`src/rtl/termcon.sv`:
```
// rtl/termcon.sv - character-to-terminal write sequencer with cursor tracking (optional form-feed clear: TERMCON_FF_CLEAR_EN)
`timescale 1ns/1ps
module termcon #(
  parameter int COLS = 80,
  parameter int ROWS = 30
) (
  input  logic       cpuclk,
  input  logic       n_rst,
  input  logic [7:0] chin,
  input  logic       chvalid,
  output logic       chready,
  input  logic       termbusy,
  output logic [1:0] addrout,
  output logic [7:0] dataout,
  output logic       outen,
  output logic [6:0] col,
  output logic [4:0] row
);

  localparam logic [6:0] COL_MAX = 7'(COLS - 1);
  localparam logic [4:0] ROW_MAX = 5'(ROWS - 1);

  typedef enum logic [2:0] {
    IDLE = 3'd0,
    SETX = 3'd1,
    SETY = 3'd2,
    PUT  = 3'd3,
    WAIT = 3'd4
`ifdef TERMCON_FF_CLEAR_EN
    , CLR  = 3'd5
`endif
  } state_t;

  state_t     state, state_nxt, after;
  logic [7:0] chr;
  logic [6:0] wx;
  logic [4:0] wy;
  logic [7:0] wd;

`ifdef TERMCON_FF_CLEAR_EN
  logic       clearing;
  logic [6:0] cx;
  logic [4:0] cy;

  // During a clear the write target walks the screen instead of the cursor
  always_comb begin
    wx = col;
    wy = row;
    wd = chr;
    if (clearing) begin
      wx = cx;
      wy = cy;
      wd = 8'h20;
    end
  end
`else
  // Write target is always the cursor position and the latched byte
  always_comb begin
    wx = col;
    wy = row;
    wd = chr;
  end
`endif

  // State register
  always_ff @(posedge cpuclk or negedge n_rst) begin
    if (!n_rst) state <= IDLE;
    else        state <= state_nxt;
  end

  // Next state and terminal strobe; each write waits for termbusy low
  always_comb begin
    state_nxt = state;
    chready   = 1'b0;
    outen     = 1'b0;
    addrout   = 2'd0;
    dataout   = 8'd0;
    case (state)
      IDLE: begin
        chready = 1'b1;
        if (chvalid) begin
          if (chin >= 8'h20 && chin <= 8'h7E) state_nxt = SETX;
`ifdef TERMCON_FF_CLEAR_EN
          else if (chin == 8'h0C) state_nxt = CLR;
`endif
        end
      end
      SETX: begin
        addrout = 2'd1;
        dataout = {1'b0, wx};
        if (!termbusy) begin
          outen     = 1'b1;
          state_nxt = WAIT;
        end
      end
      SETY: begin
        addrout = 2'd2;
        dataout = {3'b000, wy};
        if (!termbusy) begin
          outen     = 1'b1;
          state_nxt = WAIT;
        end
      end
      PUT: begin
        addrout = 2'd0;
        dataout = wd;
        if (!termbusy) begin
          outen     = 1'b1;
          state_nxt = WAIT;
        end
      end
      WAIT: state_nxt = after;
`ifdef TERMCON_FF_CLEAR_EN
      CLR:  state_nxt = SETX;
`endif
      default: state_nxt = IDLE;
    endcase
  end

  // Byte latch, post-WAIT target and cursor/clear position bookkeeping
  always_ff @(posedge cpuclk or negedge n_rst) begin
    if (!n_rst) begin
      after <= IDLE;
      chr   <= 8'd0;
      col   <= 7'd0;
      row   <= 5'd0;
`ifdef TERMCON_FF_CLEAR_EN
      clearing <= 1'b0;
      cx       <= 7'd0;
      cy       <= 5'd0;
`endif
    end else begin
      case (state)
        IDLE: begin
          if (chvalid) begin
            chr <= chin;
            case (chin)
              8'h0A: begin
                col <= 7'd0;
                row <= (row == ROW_MAX) ? 5'd0 : row + 5'd1;
              end
              8'h0D: col <= 7'd0;
              8'h08: if (col != 7'd0) col <= col - 7'd1;
              default: ;
            endcase
          end
        end
        SETX: after <= SETY;
        SETY: after <= PUT;
        PUT: begin
          if (!termbusy) begin
`ifdef TERMCON_FF_CLEAR_EN
            if (clearing) begin
              if (cx == COL_MAX && cy == ROW_MAX) begin
                clearing <= 1'b0;
                col      <= 7'd0;
                row      <= 5'd0;
                after    <= IDLE;
              end else begin
                after <= SETX;
                if (cx == COL_MAX) begin
                  cx <= 7'd0;
                  cy <= cy + 5'd1;
                end else begin
                  cx <= cx + 7'd1;
                end
              end
            end else begin
`endif
              after <= IDLE;
              if (col == COL_MAX) begin
                col <= 7'd0;
                row <= (row == ROW_MAX) ? 5'd0 : row + 5'd1;
              end else begin
                col <= col + 7'd1;
              end
`ifdef TERMCON_FF_CLEAR_EN
            end
`endif
          end
        end
`ifdef TERMCON_FF_CLEAR_EN
        CLR: begin
          clearing <= 1'b1;
          cx       <= 7'd0;
          cy       <= 5'd0;
        end
`endif
        default: ;
      endcase
    end
  end

endmodule

```
`config.mk`:
```
export PLATFORM = sky130hd
export DESIGN_NAME = termcon
export DESIGN_NICKNAME = d
export VERILOG_FILES = /design/src/rtl/termcon.sv
export SDC_FILE = /design/constraint.sdc
export NUM_CORES = 1
export LEC_CHECK = 0
export BUFFER_PORTS_ARGS = -buffer_cell sky130_fd_sc_hd__buf_2
export CAP_MARGIN = 20
export CORE_MARGIN = 4
export CORE_UTILIZATION = 50
export CTS_CLUSTER_DIAMETER = 40
export DETAILED_ROUTE_END_ITERATION = 16
export PLACE_DENSITY = 0.76
export SLEW_MARGIN = 10
export SYNTH_ARGS = -nofsm -noshare
export SYNTH_HDL_FRONTEND = slang
export SYNTH_SLANG_ARGS = --single-unit
```
`constraint.sdc`:
```
create_clock -name cpuclk -period 2.6 [get_ports cpuclk]
set_clock_uncertainty 0.2 [all_clocks]
set_input_delay 0.52 -clock cpuclk [delete_from_list [all_inputs] [get_ports cpuclk]]
set_output_delay 0.52 -clock cpuclk [all_outputs]
set_load 0.05 [all_outputs]
```
==> impl_metrics.prom, run 1 <==
# TYPE chip_impl_metric gauge
chip_impl_info{name="status",value="complete, no violations"} 1
chip_impl_metric{name="post_drt_wl_per_cell",unit="um"} 16.4
chip_impl_metric{name="internal_power",unit="mW"} 1.05
chip_impl_metric{name="syn-mean-instance-area",unit="um^2"} 9.26
chip_impl_metric{name="async_reset_ff_frac",unit=""} 1.00
chip_impl_info{name="yosys-top-cells-count",value="sky130_fd_sc_hd__dfrtp_1, sky130_fd_sc_hd__nor2_1, sky130_fd_sc_hd__o21ai_0"} 1
chip_impl_metric{name="p_switching",unit="mW"} 1.16
chip_impl_info{name="ys_dominant_reg_cell",value="sky130_fd_sc_hd__dfrtp_1"} 1
chip_impl_metric{name="diodes",unit=""} 0
chip_impl_metric{name="drt.antenna.violating_nets",unit=""} 0
chip_impl_info{name="startpoint",value="state[2]$_DFFE_PN0P_"} 1
chip_impl_metric{name="total_power",unit="mW"} 2.20
chip_impl_metric{name="ctsHtreeMaxLevel",unit=""} 1
chip_impl_info{name="timing_worst_setup_path_type",value="flop to primary output"} 1
chip_impl_metric{name="cts.sinks",unit=""} 25
chip_impl_metric{name="timing.final.hold_violations",unit=""} 0
chip_impl_metric{name="place.port_buffers",unit=""} 35
chip_impl_metric{name="r2r.worst_path.cells",unit=""} 5
chip_impl_metric{name="synth.ff_latch_count",unit=""} 25
chip_impl_metric{name="dpl.hpwl",unit="um"} 3340
chip_impl_metric{name="worst_skew_pair.late_latency",unit="ns"} 0.31
chip_impl_info{name="clock_tree_from_tritoncts",value="done"} 1
chip_impl_info{name="ys_top_cells_by_area",value="sky130_fd_sc_hd__dfrtp_1, sky130_fd_sc_hd__mux2_2, sky130_fd_sc_hd__o21ai_0"} 1
chip_impl_metric{name="tritoncts.num_buffers",unit=""} 3
chip_impl_metric{name="die_span_in_y",unit="um"} 66.2
chip_impl_metric{name="post-route-period-util",unit=""} 0.953
chip_impl_metric{name="max-clock-path-buffers",unit=""} 2
chip_impl_metric{name="globalRouteOverflowTotal",unit=""} 0
chip_impl_metric{name="drtIter0Drc",unit=""} 82
chip_impl_info{name="cts.root.buffer_cell",value="sky130_fd_sc_hd__clkbuf_4"} 1
chip_impl_metric{name="postRouteWirelength",unit="um"} 4300
chip_impl_metric{name="worst_ep_required_time",unit="ns"} 1.88
chip_impl_metric{name="grt_first_pass_wirelength",unit="um"} 7310
chip_impl_metric{name="core",unit="um^2"} 3150
chip_impl_info{name="worst_setup_path_endpoint",value="chready"} 1
chip_impl_metric{name="syn_inst",unit=""} 183
chip_impl_metric{name="cpPeakStageDelay",unit="ns"} 0.52
chip_impl_metric{name="dpl_worst_slack",unit="ns"} 0.100
chip_impl_metric{name="post_cts_buffers",unit=""} 0
chip_impl_metric{name="post_synth_num_cell_types",unit=""} 50
chip_impl_metric{name="timing_max_transition_violations_final",unit=""} 0
chip_impl_info{name="path_cells",value="buf_4, or3_1, inv_1, clkbuf_4"} 1
chip_impl_metric{name="layout-drive-gt1-share",unit=""} 0.335
chip_impl_metric{name="power.share.sequential",unit=""} 0.347
chip_impl_metric{name="globalplace.congestion",unit=""} 0.879
chip_impl_metric{name="antenna_found_initial",unit=""} 0
chip_impl_metric{name="final.setup.worst_slack",unit="ns"} 0.123
chip_impl_metric{name="grt_max_degree",unit=""} 26
chip_impl_metric{name="dpl.cell_count",unit=""} 257
chip_impl_metric{name="critical_path_depth",unit=""} 4
chip_impl_metric{name="vias",unit=""} 1570
chip_impl_metric{name="maximum_clock_frequency",unit="GHz"} 0.404
chip_impl_info{name="timing.hold.worst.start",value="termbusy"} 1
chip_impl_info{name="critPathSlowestCell",value="sky130_fd_sc_hd__dfrtp_1"} 1
chip_impl_metric{name="drt_drc_violations_left",unit=""} 0
chip_impl_info{name="grt_setup_unrepaired",value="false"} 1
chip_impl_metric{name="static-leakage-power",unit="nW"} 0.891
chip_impl_info{name="yosys.area.top_type",value="sky130_fd_sc_hd__dfrtp_1"} 1
chip_impl_metric{name="setup_viol",unit=""} 0
chip_impl_metric{name="drt-pass1-iter-count",unit=""} 4
chip_impl_metric{name="final.min_clock_period",unit="ns"} 2.48
chip_impl_metric{name="crit_fanout",unit=""} 9
chip_impl_metric{name="avgViaCountPerCell",unit=""} 5.99
chip_impl_metric{name="grt_pass1_vias",unit=""} 1630
chip_impl_metric{name="worstPathBufferInverterCount",unit=""} 3
chip_impl_metric{name="nNetsFinal",unit=""} 235
chip_impl_metric{name="max_cap_viol_count",unit=""} 0
chip_impl_info{name="r2r_end",value="col[1]$_DFFE_PN0P_"} 1
chip_impl_metric{name="setup-tns-final",unit="ns"} 0
chip_impl_info{name="worst_path_dominant_cell_family",value="buffers and inverters"} 1
chip_impl_info{name="worst_setup_path_end_kind",value="primary output"} 1
chip_impl_metric{name="initial_utilization",unit=""} 0.538
chip_impl_metric{name="worstPathArrival",unit="ns"} 1.76
chip_impl_metric{name="final.fill_count",unit=""} 307
chip_impl_metric{name="fin_util",unit=""} 0.627
chip_impl_metric{name="part_of_the_power_in_combinational_logic",unit=""} 0.577
chip_impl_metric{name="gr-usage-all-layers",unit=""} 0.214
chip_impl_metric{name="slew_headroom",unit=""} 0.629
chip_impl_metric{name="synthesis.nets",unit=""} 199
chip_impl_metric{name="power.share.switching",unit=""} 0.524
chip_impl_metric{name="ys_seq_area_frac",unit=""} 0.369
chip_impl_metric{name="synth-warning-count",unit=""} 0
chip_impl_metric{name="power_density",unit="nW/um^2"} 1120
chip_impl_metric{name="peakVddDrop",unit="V"} 0.000463
chip_impl_metric{name="rows",unit=""} 20
chip_impl_metric{name="fp.dieArea",unit="um^2"} 4390
chip_impl_metric{name="area_of_the_mapped_netlist",unit="um^2"} 1700
chip_impl_metric{name="synth_top_area_frac",unit=""} 0.369
chip_impl_metric{name="cts.clk_slew.worst_paths",unit="ns"} 0.13
chip_impl_info{name="timing.critical_path.from_type",value="flop"} 1
chip_impl_metric{name="synth_edf_count",unit=""} 0
chip_impl_info{name="post-synth-top-count-cell",value="sky130_fd_sc_hd__dfrtp_1"} 1
chip_impl_metric{name="setup_slack_reg_to_reg",unit="ns"} 0.27
chip_impl_info{name="regToRegStartpoint",value="state[2]$_DFFE_PN0P_"} 1
chip_impl_metric{name="layoutNonFillerInstCount",unit=""} 262
chip_impl_metric{name="horiz_die_dim",unit="um"} 66.2
chip_impl_metric{name="clock_network_power_share",unit=""} 0.077
chip_impl_metric{name="floorplan.io_pins",unit=""} 36
chip_impl_info{name="worst_hold_path_type",value="input pin to flop"} 1
chip_impl_metric{name="tightest_slew",unit="ns"} 0.557
chip_impl_metric{name="areaGrowthSynthToFinish",unit="%"} 16.5
-- cell families (layout without fill, tap and decap cells) --
logic type | Yosys count | after routing | share of synthesized area
AOI/OAI and AO/OA | 50 | 50 | 0.204
adders and majority gates | 4 | 4 | 0.0295
buffers and inverters | 16 | 51 | 0.0399
DFF | 25 | 25 | 0.369
muxes | 16 | 16 | 0.105
and+or+nand+nor | 72 | 72 | 0.253
-- worst min-delay path by stage --
stage                     slack [ns]                    to  cells past startpoint
after floorplan                 0.02  after[0]$_DFFE_PN0P_                      0
after global placement          0.29    chr[7]$_DFFE_PN0P_                      1
after detailed placement        0.30    chr[7]$_DFFE_PN0P_                      1
after CTS                       0.24  state[2]$_DFFE_PN0P_                      2
after global routing            0.23  state[2]$_DFFE_PN0P_                      2
final                           0.25  state[2]$_DFFE_PN0P_                      2
-- power by group through the flow --
stage / Sequential [mW] / Clock [mW] / Combinational (mW)
6_report: 0.764 / 0.169 / 1.27
5_1_grt: 0.791 / 0.194 / 1.37
4_1_cts: 0.758 / 0.176 / 1.26
3_5_place_dp: 0.766 / 0 / 1.26
3_3_place_gp: 0.750 / 0 / 1.22
2_1_floorplan: 0.852 / 0 / 0.846
-- metal layers --
metal,vias to the layer above,share of wire,track usage
met5,-,0,0
li1,747,-,-
met3,4,0.061,0.0238
met2,56,0.51,0.392
met4,0,0.0077,0.0609
met1,763,0.42,0.261
-- per-stage QoR --
| stage | hold WS [ns] | area [um^2] |
|---|---|---|
| final | 0.253 | 1980 |
| after global routing | 0.228 | 1980 |
| after CTS | 0.239 | 1970 |
| after detailed placement | 0.298 | 1930 |
| after global placement | 0.288 | 1930 |
| after floorplan | 0.0244 | 1710 |
-- flip-flops by register name, summed over array words and instances, names as in the netlist --
| signal | count |
|---|---|
| after | 2 |
| col | 7 |
| row | 5 |
| chr | 8 |
| state | 3 |
-- placed cells by master (no fill, tap or decap), types with 3 or more instances in the layout --
cell / count
sky130_fd_sc_hd__o21ai_0: 15
sky130_fd_sc_hd__buf_2: 33
sky130_fd_sc_hd__nand2_1: 14
sky130_fd_sc_hd__nor2_1: 17
sky130_fd_sc_hd__o31ai_1: 4
sky130_fd_sc_hd__a31oi_1: 7
sky130_fd_sc_hd__clkbuf_4: 5
sky130_fd_sc_hd__a21oi_1: 4
sky130_fd_sc_hd__mux2_2: 14
sky130_fd_sc_hd__or3_1: 3
sky130_fd_sc_hd__nor3b_1: 3
sky130_fd_sc_hd__a22oi_1: 5
sky130_fd_sc_hd__buf_4: 5
sky130_fd_sc_hd__inv_1: 6
sky130_fd_sc_hd__nand3b_1: 3
sky130_fd_sc_hd__nand3_1: 5
sky130_fd_sc_hd__nor3_1: 4
sky130_fd_sc_hd__ha_1: 4
sky130_fd_sc_hd__dfrtp_1: 23
-- final cells by class --
class	instances	area (um^2)	area share
repair buffers	41	228	0.115
clock buffers	3	22.5	0.0114
flip-flops and latches	25	628	0.318
multi-input cells	142	1010	0.514
well taps	44	55.1	0.0279
clock inverters	1	5.00	0.00253
inverters	6	22.5	0.0114
-- timing repair --
action | CTS | global route
resized for setup | 2 | 3
setup endpoints to repair | 5 | 6
gates cloned | 0 | 0
endpoints found under the hold margin | 25 | 0
hold buffers | 1 | 0
Note: power is estimated with default switching activity, not from simulation.
==> run 2: changes to the inputs <==
--- a/config.mk
+++ b/config.mk
@@ -5,13 +5,13 @@
 export SDC_FILE = /design/constraint.sdc
 export NUM_CORES = 1
 export LEC_CHECK = 0
-export BUFFER_PORTS_ARGS = -buffer_cell sky130_fd_sc_hd__buf_2
 export CAP_MARGIN = 20
 export CORE_MARGIN = 4
 export CORE_UTILIZATION = 50
 export CTS_CLUSTER_DIAMETER = 40
 export DETAILED_ROUTE_END_ITERATION = 16
-export PLACE_DENSITY = 0.76
+export DONT_BUFFER_PORTS = 1
+export PLACE_DENSITY = 0.67
 export SLEW_MARGIN = 10
 export SYNTH_ARGS = -nofsm -noshare
 export SYNTH_HDL_FRONTEND = slang
==> impl_metrics.prom, run 2 (same netlist as run 1, synthesis figures left out) <==
# TYPE chip_impl_metric gauge
chip_impl_info{name="clock_tree_from_tritoncts",value="done"} 1
chip_impl_metric{name="areaGrowthSynthToFinish",unit="%"} 17.0
chip_impl_metric{name="die_span_in_y",unit="um"} 66.2
chip_impl_info{name="worst_setup_path_end_kind",value="primary output"} 1
chip_impl_metric{name="cts.clk_slew.worst_paths",unit="ns"} 0.13
chip_impl_metric{name="diodes",unit=""} 0
chip_impl_metric{name="place.port_buffers",unit=""} 0
chip_impl_metric{name="grt_first_pass_wirelength",unit="um"} 7440
chip_impl_metric{name="timing_max_transition_violations_final",unit=""} 0
chip_impl_info{name="grt_setup_unrepaired",value="false"} 1
chip_impl_metric{name="power_density",unit="nW/um^2"} 1130
chip_impl_metric{name="largest_register_ffs",unit=""} 8
chip_impl_info{name="top_register",value="chr"} 1
chip_impl_metric{name="drtIter0Drc",unit=""} 116
chip_impl_metric{name="peakVddDrop",unit="V"} 0.000513
chip_impl_metric{name="tritoncts.num_buffers",unit=""} 3
chip_impl_metric{name="power.share.sequential",unit=""} 0.316
chip_impl_metric{name="grt_max_degree",unit=""} 26
chip_impl_metric{name="dpl_worst_slack",unit="ns"} 0.266
chip_impl_metric{name="drt-pass1-iter-count",unit=""} 5
chip_impl_metric{name="maximum_clock_frequency",unit="GHz"} 0.407
chip_impl_metric{name="grt_pass1_vias",unit=""} 1546
chip_impl_info{name="timing_worst_setup_path_type",value="flop to primary output"} 1
chip_impl_metric{name="power.share.switching",unit=""} 0.512
chip_impl_metric{name="post_drt_wl_per_cell",unit="um"} 17.6
chip_impl_metric{name="final.fill_count",unit=""} 284
chip_impl_info{name="mostFrequentLayoutCell",value="sky130_fd_sc_hd__buf_4"} 1
chip_impl_metric{name="ctsHtreeMaxLevel",unit=""} 1
chip_impl_metric{name="tightest_slew",unit="ns"} 0.424
chip_impl_info{name="startpoint",value="state[1]$_DFFE_PN0P_"} 1
chip_impl_info{name="timing.hold.worst.start",value="termbusy"} 1
chip_impl_metric{name="rows",unit=""} 20
chip_impl_metric{name="nNetsFinal",unit=""} 224
chip_impl_metric{name="core",unit="um^2"} 3150
chip_impl_metric{name="static-leakage-power",unit="nW"} 0.851
chip_impl_info{name="cts.root.buffer_cell",value="sky130_fd_sc_hd__clkbuf_4"} 1
chip_impl_metric{name="total_power",unit="mW"} 2.25
chip_impl_info{name="status",value="complete, no violations"} 1
chip_impl_metric{name="globalRouteOverflowTotal",unit=""} 0
chip_impl_metric{name="worst_ep_required_time",unit="ns"} 1.88
chip_impl_metric{name="worst_skew_pair.late_latency",unit="ns"} 0.31
chip_impl_metric{name="part_of_the_power_in_combinational_logic",unit=""} 0.607
chip_impl_info{name="timing.critical_path.from_type",value="flop"} 1
chip_impl_metric{name="max_cap_viol_count",unit=""} 0
chip_impl_metric{name="fp.dieArea",unit="um^2"} 4390
chip_impl_info{name="final_cell_mix",value="sky130_fd_sc_hd__buf_4, sky130_fd_sc_hd__dfrtp_1, sky130_fd_sc_hd__nor2_1, sky130_fd_sc_hd__o21ai_0"} 1
chip_impl_metric{name="globalplace.congestion",unit=""} 0.868
chip_impl_metric{name="slew_headroom",unit=""} 0.717
chip_impl_metric{name="hold_ws",unit="ns"} 0.0508
chip_impl_metric{name="dpl.hpwl",unit="um"} 3450
chip_impl_metric{name="cts.sinks",unit=""} 25
chip_impl_metric{name="drt_drc_violations_left",unit=""} 0
chip_impl_metric{name="internal_power",unit="mW"} 1.10
chip_impl_metric{name="crit_fanout",unit=""} 11
chip_impl_metric{name="vias",unit=""} 1530
chip_impl_info{name="top_regs",value="chr: 8 flops, col: 7 flops, row: 5 flops"} 1
chip_impl_metric{name="horiz_die_dim",unit="um"} 66.2
chip_impl_metric{name="floorplan.io_pins",unit=""} 36
chip_impl_metric{name="layout-drive-gt1-share",unit=""} 0.285
chip_impl_info{name="regToRegStartpoint",value="col[0]$_DFFE_PN0P_"} 1
chip_impl_metric{name="final.setup.worst_slack",unit="ns"} 0.146
chip_impl_metric{name="antenna_found_initial",unit=""} 0
chip_impl_metric{name="setup-tns-final",unit="ns"} 0
chip_impl_metric{name="post_cts_buffers",unit=""} 0
chip_impl_metric{name="setup_viol",unit=""} 0
chip_impl_metric{name="postRouteWirelength",unit="um"} 4410
chip_impl_metric{name="max-clock-path-buffers",unit=""} 2
chip_impl_metric{name="p_switching",unit="mW"} 1.15
chip_impl_metric{name="worstPathArrival",unit="ns"} 1.73
chip_impl_metric{name="post-route-period-util",unit=""} 0.944
chip_impl_metric{name="drt.antenna.violating_nets",unit=""} 0
chip_impl_metric{name="clock_network_power_share",unit=""} 0.077
chip_impl_metric{name="initial_utilization",unit=""} 0.538
chip_impl_metric{name="timing.final.hold_violations",unit=""} 0
chip_impl_metric{name="final.min_clock_period",unit="ns"} 2.45
chip_impl_info{name="worst_hold_path_type",value="input pin to flop"} 1
chip_impl_metric{name="avgViaCountPerCell",unit=""} 6.10
chip_impl_metric{name="gr-usage-all-layers",unit=""} 0.217
==> run 2: changes by cell type in the layout (fill, tap and decap cells not counted) <==
| cell | before | now |
|---|---|---|
| sky130_fd_sc_hd__clkbuf_1 | 0 | 1 |
| sky130_fd_sc_hd__buf_12 | 0 | 1 |
| sky130_fd_sc_hd__nor2b_2 | 1 | 0 |
| sky130_fd_sc_hd__dfrtp_1 | 23 | 24 |
| sky130_fd_sc_hd__buf_4 | 5 | 28 |
| sky130_fd_sc_hd__clkinv_2 | 1 | 0 |
| sky130_fd_sc_hd__nor2b_1 | 2 | 3 |
| sky130_fd_sc_hd__dfrtp_2 | 2 | 1 |
| sky130_fd_sc_hd__clkbuf_4 | 5 | 3 |
| sky130_fd_sc_hd__buf_2 | 33 | 0 |
==> run 2: through the flow <==
stage / cells / area, um^2 / utilization
global placement: 245 / 1930 / 0.611
detailed placement: 245 / 1930 / 0.611
floorplan: 183 / 1710 / -
finish: 251 / 1980 / 0.629
global route: 251 / 1980 / 0.629
CTS: 251 / 1980 / 0.629
==> run 2: final timing paths <==
check / slack (ns) / endpoint / depth (start not counted)
min reg2reg: 0.33 / chr[4]$_DFFE_PN0P_ / 1
min: 0.05 / state[2]$_DFFE_PN0P_ / 1
min in group asynchronous: 0.41 / state[1]$_DFFE_PN0P_ / 2
max: 0.15 / dataout[4] / 4
max in group asynchronous: 1.63 / state[0]$_DFFE_PN0P_ / 2
max reg2reg: 0.28 / row[4]$_DFFE_PN0P_ / 6
==> run 2: critical path, cell delays in order (launching register included) <==
cell	delay, ns
sky130_fd_sc_hd__dfrtp_1	0.54
sky130_fd_sc_hd__nor2b_1	0.39
sky130_fd_sc_hd__a22oi_1	0.16
sky130_fd_sc_hd__nor2_1	0.11
sky130_fd_sc_hd__buf_4	0.21
==> run 2: area by class of cell <==
type	count	area (um^2)	area share
Tap cell	44	55.1	0.0278
Multi-Input combinational cell	142	1010	0.510
Timing Repair Buffer	30	240	0.121
Clock buffer	4	26.3	0.0132
Sequential cell	25	627	0.316
Inverter	6	22.5	0.0114
==> run 2: metal layers <==
| metal | vias to the layer above | track usage | share of wire |
|---|---|---|---|
| met3 | 7 | 0.0255 | 0.039 |
| met1 | 762 | 0.281 | 0.44 |
| met2 | 34 | 0.378 | 0.51 |
| li1 | 727 | - | - |
| met4 | 0 | 0.0558 | 0.011 |
| met5 | - | 0 | 0 |
==> run 2: power groups by stage <==
| stage | combinational [mW] | sequential [mW] | clock (mW) |
|---|---|---|---|
| 2_1_floorplan | 0.846 | 0.852 | 0 |
| 3_3_place_gp | 1.32 | 0.701 | 0 |
| 3_5_place_dp | 1.34 | 0.715 | 0 |
| 4_1_cts | 1.36 | 0.704 | 0.182 |
| 5_1_grt | 1.47 | 0.734 | 0.197 |
| 6_report | 1.36 | 0.710 | 0.174 |
==> run 2: timing repair <==
item	4_1_cts	5_1_grt
hold buffers	2	0
setup endpoints to repair	0	4
hold endpoints to repair	25	0
gates resized for setup	0	1
==> run 3: changes to the inputs <==
--- a/config.mk
+++ b/config.mk
@@ -5,6 +5,7 @@
 export SDC_FILE = /design/constraint.sdc
 export NUM_CORES = 1
 export LEC_CHECK = 0
+export ABC_AREA = 1
 export CAP_MARGIN = 20
 export CORE_MARGIN = 4
 export CORE_UTILIZATION = 50
@@ -12,7 +13,6 @@
 export DETAILED_ROUTE_END_ITERATION = 16
 export DONT_BUFFER_PORTS = 1
 export PLACE_DENSITY = 0.67
-export SLEW_MARGIN = 10
 export SYNTH_ARGS = -nofsm -noshare
 export SYNTH_HDL_FRONTEND = slang
 export SYNTH_SLANG_ARGS = --single-unit
==> impl_metrics.prom, run 3 <==
# TYPE chip_impl_metric gauge
chip_impl_metric{name="power_density",unit="nW/um^2"} 999
chip_impl_metric{name="part_of_the_power_in_combinational_logic",unit=""} 0.608
chip_impl_metric{name="floorplan.io_pins",unit=""} 36
chip_impl_metric{name="final.fill_count",unit=""} 325
chip_impl_metric{name="total_power",unit="mW"} 2.12
chip_impl_metric{name="power.share.switching",unit=""} 0.534
chip_impl_metric{name="drt-pass1-iter-count",unit=""} 4
chip_impl_metric{name="maximum_clock_frequency",unit="GHz"} 0.407
chip_impl_metric{name="r2r.worst_path.cells",unit=""} 8
chip_impl_info{name="hold_path_end",value="state[2]$_DFFE_PN0P_"} 1
chip_impl_metric{name="core",unit="um^2"} 3390
chip_impl_info{name="regToRegStartpoint",value="state[1]$_DFFE_PN0P_"} 1
chip_impl_info{name="final_cell_mix",value="sky130_fd_sc_hd__nand2_1, sky130_fd_sc_hd__nand3_1, sky130_fd_sc_hd__inv_1, sky130_fd_sc_hd__dfrtp_1, sky130_fd_sc_hd__nor2_1"} 1
chip_impl_metric{name="drt_drc_violations_left",unit=""} 0
chip_impl_metric{name="final.min_clock_period",unit="ns"} 2.45
chip_impl_metric{name="timing.final.hold_violations",unit=""} 0
chip_impl_metric{name="antenna_found_initial",unit=""} 0
chip_impl_metric{name="internal_power",unit="mW"} 0.986
chip_impl_metric{name="timing_max_transition_violations_final",unit=""} 0
chip_impl_metric{name="max_cap_viol_count",unit=""} 0
chip_impl_metric{name="globalRouteOverflowTotal",unit=""} 0
chip_impl_metric{name="area_of_the_mapped_netlist",unit="um^2"} 1790
chip_impl_info{name="top_register",value="chr"} 1
chip_impl_metric{name="ctsHtreeMaxLevel",unit=""} 1
chip_impl_metric{name="layoutNonFillerInstCount",unit=""} 334
chip_impl_metric{name="drtIter0Drc",unit=""} 147
chip_impl_metric{name="gr-usage-all-layers",unit=""} 0.210
chip_impl_info{name="yosys.area.top_type",value="sky130_fd_sc_hd__dfrtp_1"} 1
chip_impl_metric{name="avgViaCountPerCell",unit=""} 5.10
chip_impl_info{name="timing.hold.worst.start",value="termbusy"} 1
chip_impl_info{name="cts.root.buffer_cell",value="sky130_fd_sc_hd__clkbuf_4"} 1
chip_impl_metric{name="peakVddDrop",unit="V"} 0.000446
chip_impl_metric{name="tritoncts.num_buffers",unit=""} 3
chip_impl_metric{name="die_span_in_y",unit="um"} 67.8
chip_impl_info{name="mostFrequentLayoutCell",value="sky130_fd_sc_hd__nand2_1"} 1
chip_impl_metric{name="cts.sinks",unit=""} 25
chip_impl_metric{name="tightest_slew",unit="ns"} 0.408
chip_impl_metric{name="power.share.sequential",unit=""} 0.301
chip_impl_info{name="worst_setup_path_end_kind",value="primary output"} 1
chip_impl_info{name="grt_setup_unrepaired",value="false"} 1
chip_impl_metric{name="nNetsFinal",unit=""} 305
chip_impl_metric{name="diodes",unit=""} 0
chip_impl_info{name="timing_worst_setup_path_type",value="flop to primary output"} 1
chip_impl_info{name="timing.critical_path.from_type",value="flop"} 1
chip_impl_metric{name="cts.clk_slew.worst_paths",unit="ns"} 0.15
chip_impl_metric{name="synth_top_area_frac",unit=""} 0.350
chip_impl_metric{name="drt.antenna.violating_nets",unit=""} 0
chip_impl_metric{name="grt_first_pass_wirelength",unit="um"} 7280
chip_impl_metric{name="worst_ep_required_time",unit="ns"} 1.88
chip_impl_metric{name="areaGrowthSynthToFinish",unit="%"} 18.6
chip_impl_info{name="top_regs",value="chr: 8 flops, col: 7 flops, row: 5 flops"} 1
chip_impl_metric{name="postRouteWirelength",unit="um"} 4330
chip_impl_metric{name="crit_fanout",unit=""} 8
chip_impl_metric{name="fp.dieArea",unit="um^2"} 4590
chip_impl_metric{name="max-clock-path-buffers",unit=""} 2
chip_impl_metric{name="clock_network_power_share",unit=""} 0.091
chip_impl_info{name="clock_tree_from_tritoncts",value="done"} 1
chip_impl_metric{name="layout-drive-gt1-share",unit=""} 0.184
chip_impl_metric{name="post_synth_num_cell_types",unit=""} 29
chip_impl_metric{name="async_reset_ff_frac",unit=""} 1.00
chip_impl_metric{name="initial_utilization",unit=""} 0.527
chip_impl_metric{name="syn-mean-instance-area",unit="um^2"} 6.82
chip_impl_metric{name="rows",unit=""} 21
chip_impl_metric{name="place.port_buffers",unit=""} 0
chip_impl_metric{name="slew_headroom",unit=""} 0.728
chip_impl_metric{name="post-route-period-util",unit=""} 0.944
chip_impl_metric{name="dpl.hpwl",unit="um"} 3400
chip_impl_metric{name="synth.ff_latch_count",unit=""} 25
chip_impl_metric{name="globalplace.congestion",unit=""} 0.890
chip_impl_metric{name="post_cts_buffers",unit=""} 0
chip_impl_info{name="yosys-top-cells-count",value="sky130_fd_sc_hd__nand2_1, sky130_fd_sc_hd__nand3_1, sky130_fd_sc_hd__inv_1"} 1
chip_impl_metric{name="syn_inst",unit=""} 262
chip_impl_info{name="ys_top_cells_by_area",value="sky130_fd_sc_hd__dfrtp_1, sky130_fd_sc_hd__nand2_1, sky130_fd_sc_hd__nand3_1"} 1
chip_impl_metric{name="min_delay_path_depth",unit=""} 1
chip_impl_metric{name="horiz_die_dim",unit="um"} 67.8
chip_impl_metric{name="synth_edf_count",unit=""} 0
chip_impl_metric{name="largest_register_ffs",unit=""} 8
chip_impl_info{name="status",value="complete, no violations"} 1
chip_impl_metric{name="fin_util",unit=""} 0.625
chip_impl_metric{name="grt_pass1_vias",unit=""} 1640
chip_impl_metric{name="setup_slack_reg_to_reg",unit="ns"} 0.50
chip_impl_metric{name="worst_skew_pair.late_latency",unit="ns"} 0.34
chip_impl_metric{name="setup-tns-final",unit="ns"} 0
chip_impl_metric{name="dpl.cell_count",unit=""} 328
chip_impl_metric{name="synthesis.nets",unit=""} 278
chip_impl_info{name="post-synth-top-count-cell",value="sky130_fd_sc_hd__nand2_1"} 1
chip_impl_metric{name="ys_seq_area_frac",unit=""} 0.350
chip_impl_metric{name="p_switching",unit="mW"} 1.13
chip_impl_info{name="ys_dominant_reg_cell",value="sky130_fd_sc_hd__dfrtp_1"} 1
chip_impl_metric{name="grt_max_degree",unit=""} 26
chip_impl_metric{name="worstPathArrival",unit="ns"} 1.73
chip_impl_metric{name="setup_viol",unit=""} 0
chip_impl_metric{name="post_drt_wl_per_cell",unit="um"} 13.0
chip_impl_info{name="worst_hold_path_type",value="input pin to flop"} 1
chip_impl_metric{name="synth-warning-count",unit=""} 0
chip_impl_metric{name="static-leakage-power",unit="nW"} 1.14
chip_impl_info{name="r2r_end",value="col[2]$_DFFE_PN0P_"} 1
chip_impl_metric{name="vias",unit=""} 1703
==> run 3: cell count changes in the layout (fill, tap and decap cells not counted), sizes merged, moves of 4 or more <==
cell   change
nand2     +75
nand3     +29
inv       +28
mux2      -11
nor2      +11
a31oi      -6
a21oi      -4
buf        -4
nor3b      -4
o31ai      -4
==> run 3: per-layer routing <==
| layer | wire [um] | up-vias | global-route usage |
|---|---|---|---|
| met5 | 0 | - | 0 |
| met2 | 2050 | 45 | 0.358 |
| met1 | 1980 | 759 | 0.271 |
| met4 | 54 | 0 | 0.0695 |
| met3 | 256 | 5 | 0.0333 |
| li1 | - | 894 | - |
==> run 3: worst max path at each step <==
stage	from	to	slack, ns	cells past startpoint
2_1_floorplan	col[0]$_DFFE_PN0P_	dataout[0]	0.10	2
3_3_place_gp	state[2]$_DFFE_PN0P_	dataout[4]	0.53	4
3_5_place_dp	state[2]$_DFFE_PN0P_	dataout[3]	0.51	4
4_1_cts	state[2]$_DFFE_PN0P_	dataout[4]	0.10	4
5_1_grt	state[2]$_DFFE_PN0P_	dataout[4]	0.01	6
6_report	state[2]$_DFFE_PN0P_	dataout[4]	0.15	4
==> run 3: worst max-delay path, cell delays in order (launching register included) <==
cell                      delay, ns
sky130_fd_sc_hd__dfrtp_2       0.49
sky130_fd_sc_hd__inv_2         0.11
sky130_fd_sc_hd__nand3_1       0.28
sky130_fd_sc_hd__o21ai_1       0.34
sky130_fd_sc_hd__buf_12        0.18
==> run 3: cell families (layout without fill, tap and decap cells) <==
logic type                 count (synthesis)  count (layout)  share of synthesized area
DFF                                       25              25                      0.350
xor gates and xnor gates                   4               4                     0.0196
muxes                                      3               3                     0.0189
buffers and inverters                     38              64                     0.0840
adders and majority gates                  4               4                     0.0280
AOI/OAI and AO/OA                         26              26                     0.0840
and+or+nand+nor                          162             162                      0.415
==> run 3: cell type report <==
class | instances | area, um^2 | share of cell area
clock buffer | 3 | 22.5 | 0.0106
clock inverter | 1 | 8.76 | 0.00413
inverter | 34 | 128 | 0.0602
multi-input combinational | 199 | 1020 | 0.479
sequential | 25 | 627 | 0.296
tap | 46 | 57.6 | 0.0272
timing repair buffer | 26 | 260 | 0.123
==> run 3: stage by stage <==
stage          hold WS (ns)  setup slack [ns]  area [um^2]
2_1_floorplan        0.0244             0.105         1790
4_1_cts              0.0283             0.102         2120
3_3_place_gp         0.0251             0.525         2060
5_1_grt             0.00902           0.00964         2120
6_report             0.0334             0.145         2120
3_5_place_dp         0.0251             0.513         2060
==> run 3: power by group through the flow <==
| stage | logic (mW) | clock network [mW] | registers [mW] |
|---|---|---|---|
| after floorplan | 0.786 | 0 | 0.796 |
| after global placement | 1.27 | 0 | 0.638 |
| after detailed placement | 1.28 | 0 | 0.644 |
| after CTS | 1.29 | 0.201 | 0.635 |
| after global routing | 1.41 | 0.213 | 0.651 |
| final | 1.29 | 0.193 | 0.638 |
==> run 3: timing repair <==
action,CTS,global route
setup endpoints to repair,0,2
hold endpoints to repair,25,0
hold buffers,2,0
resized for setup,0,1
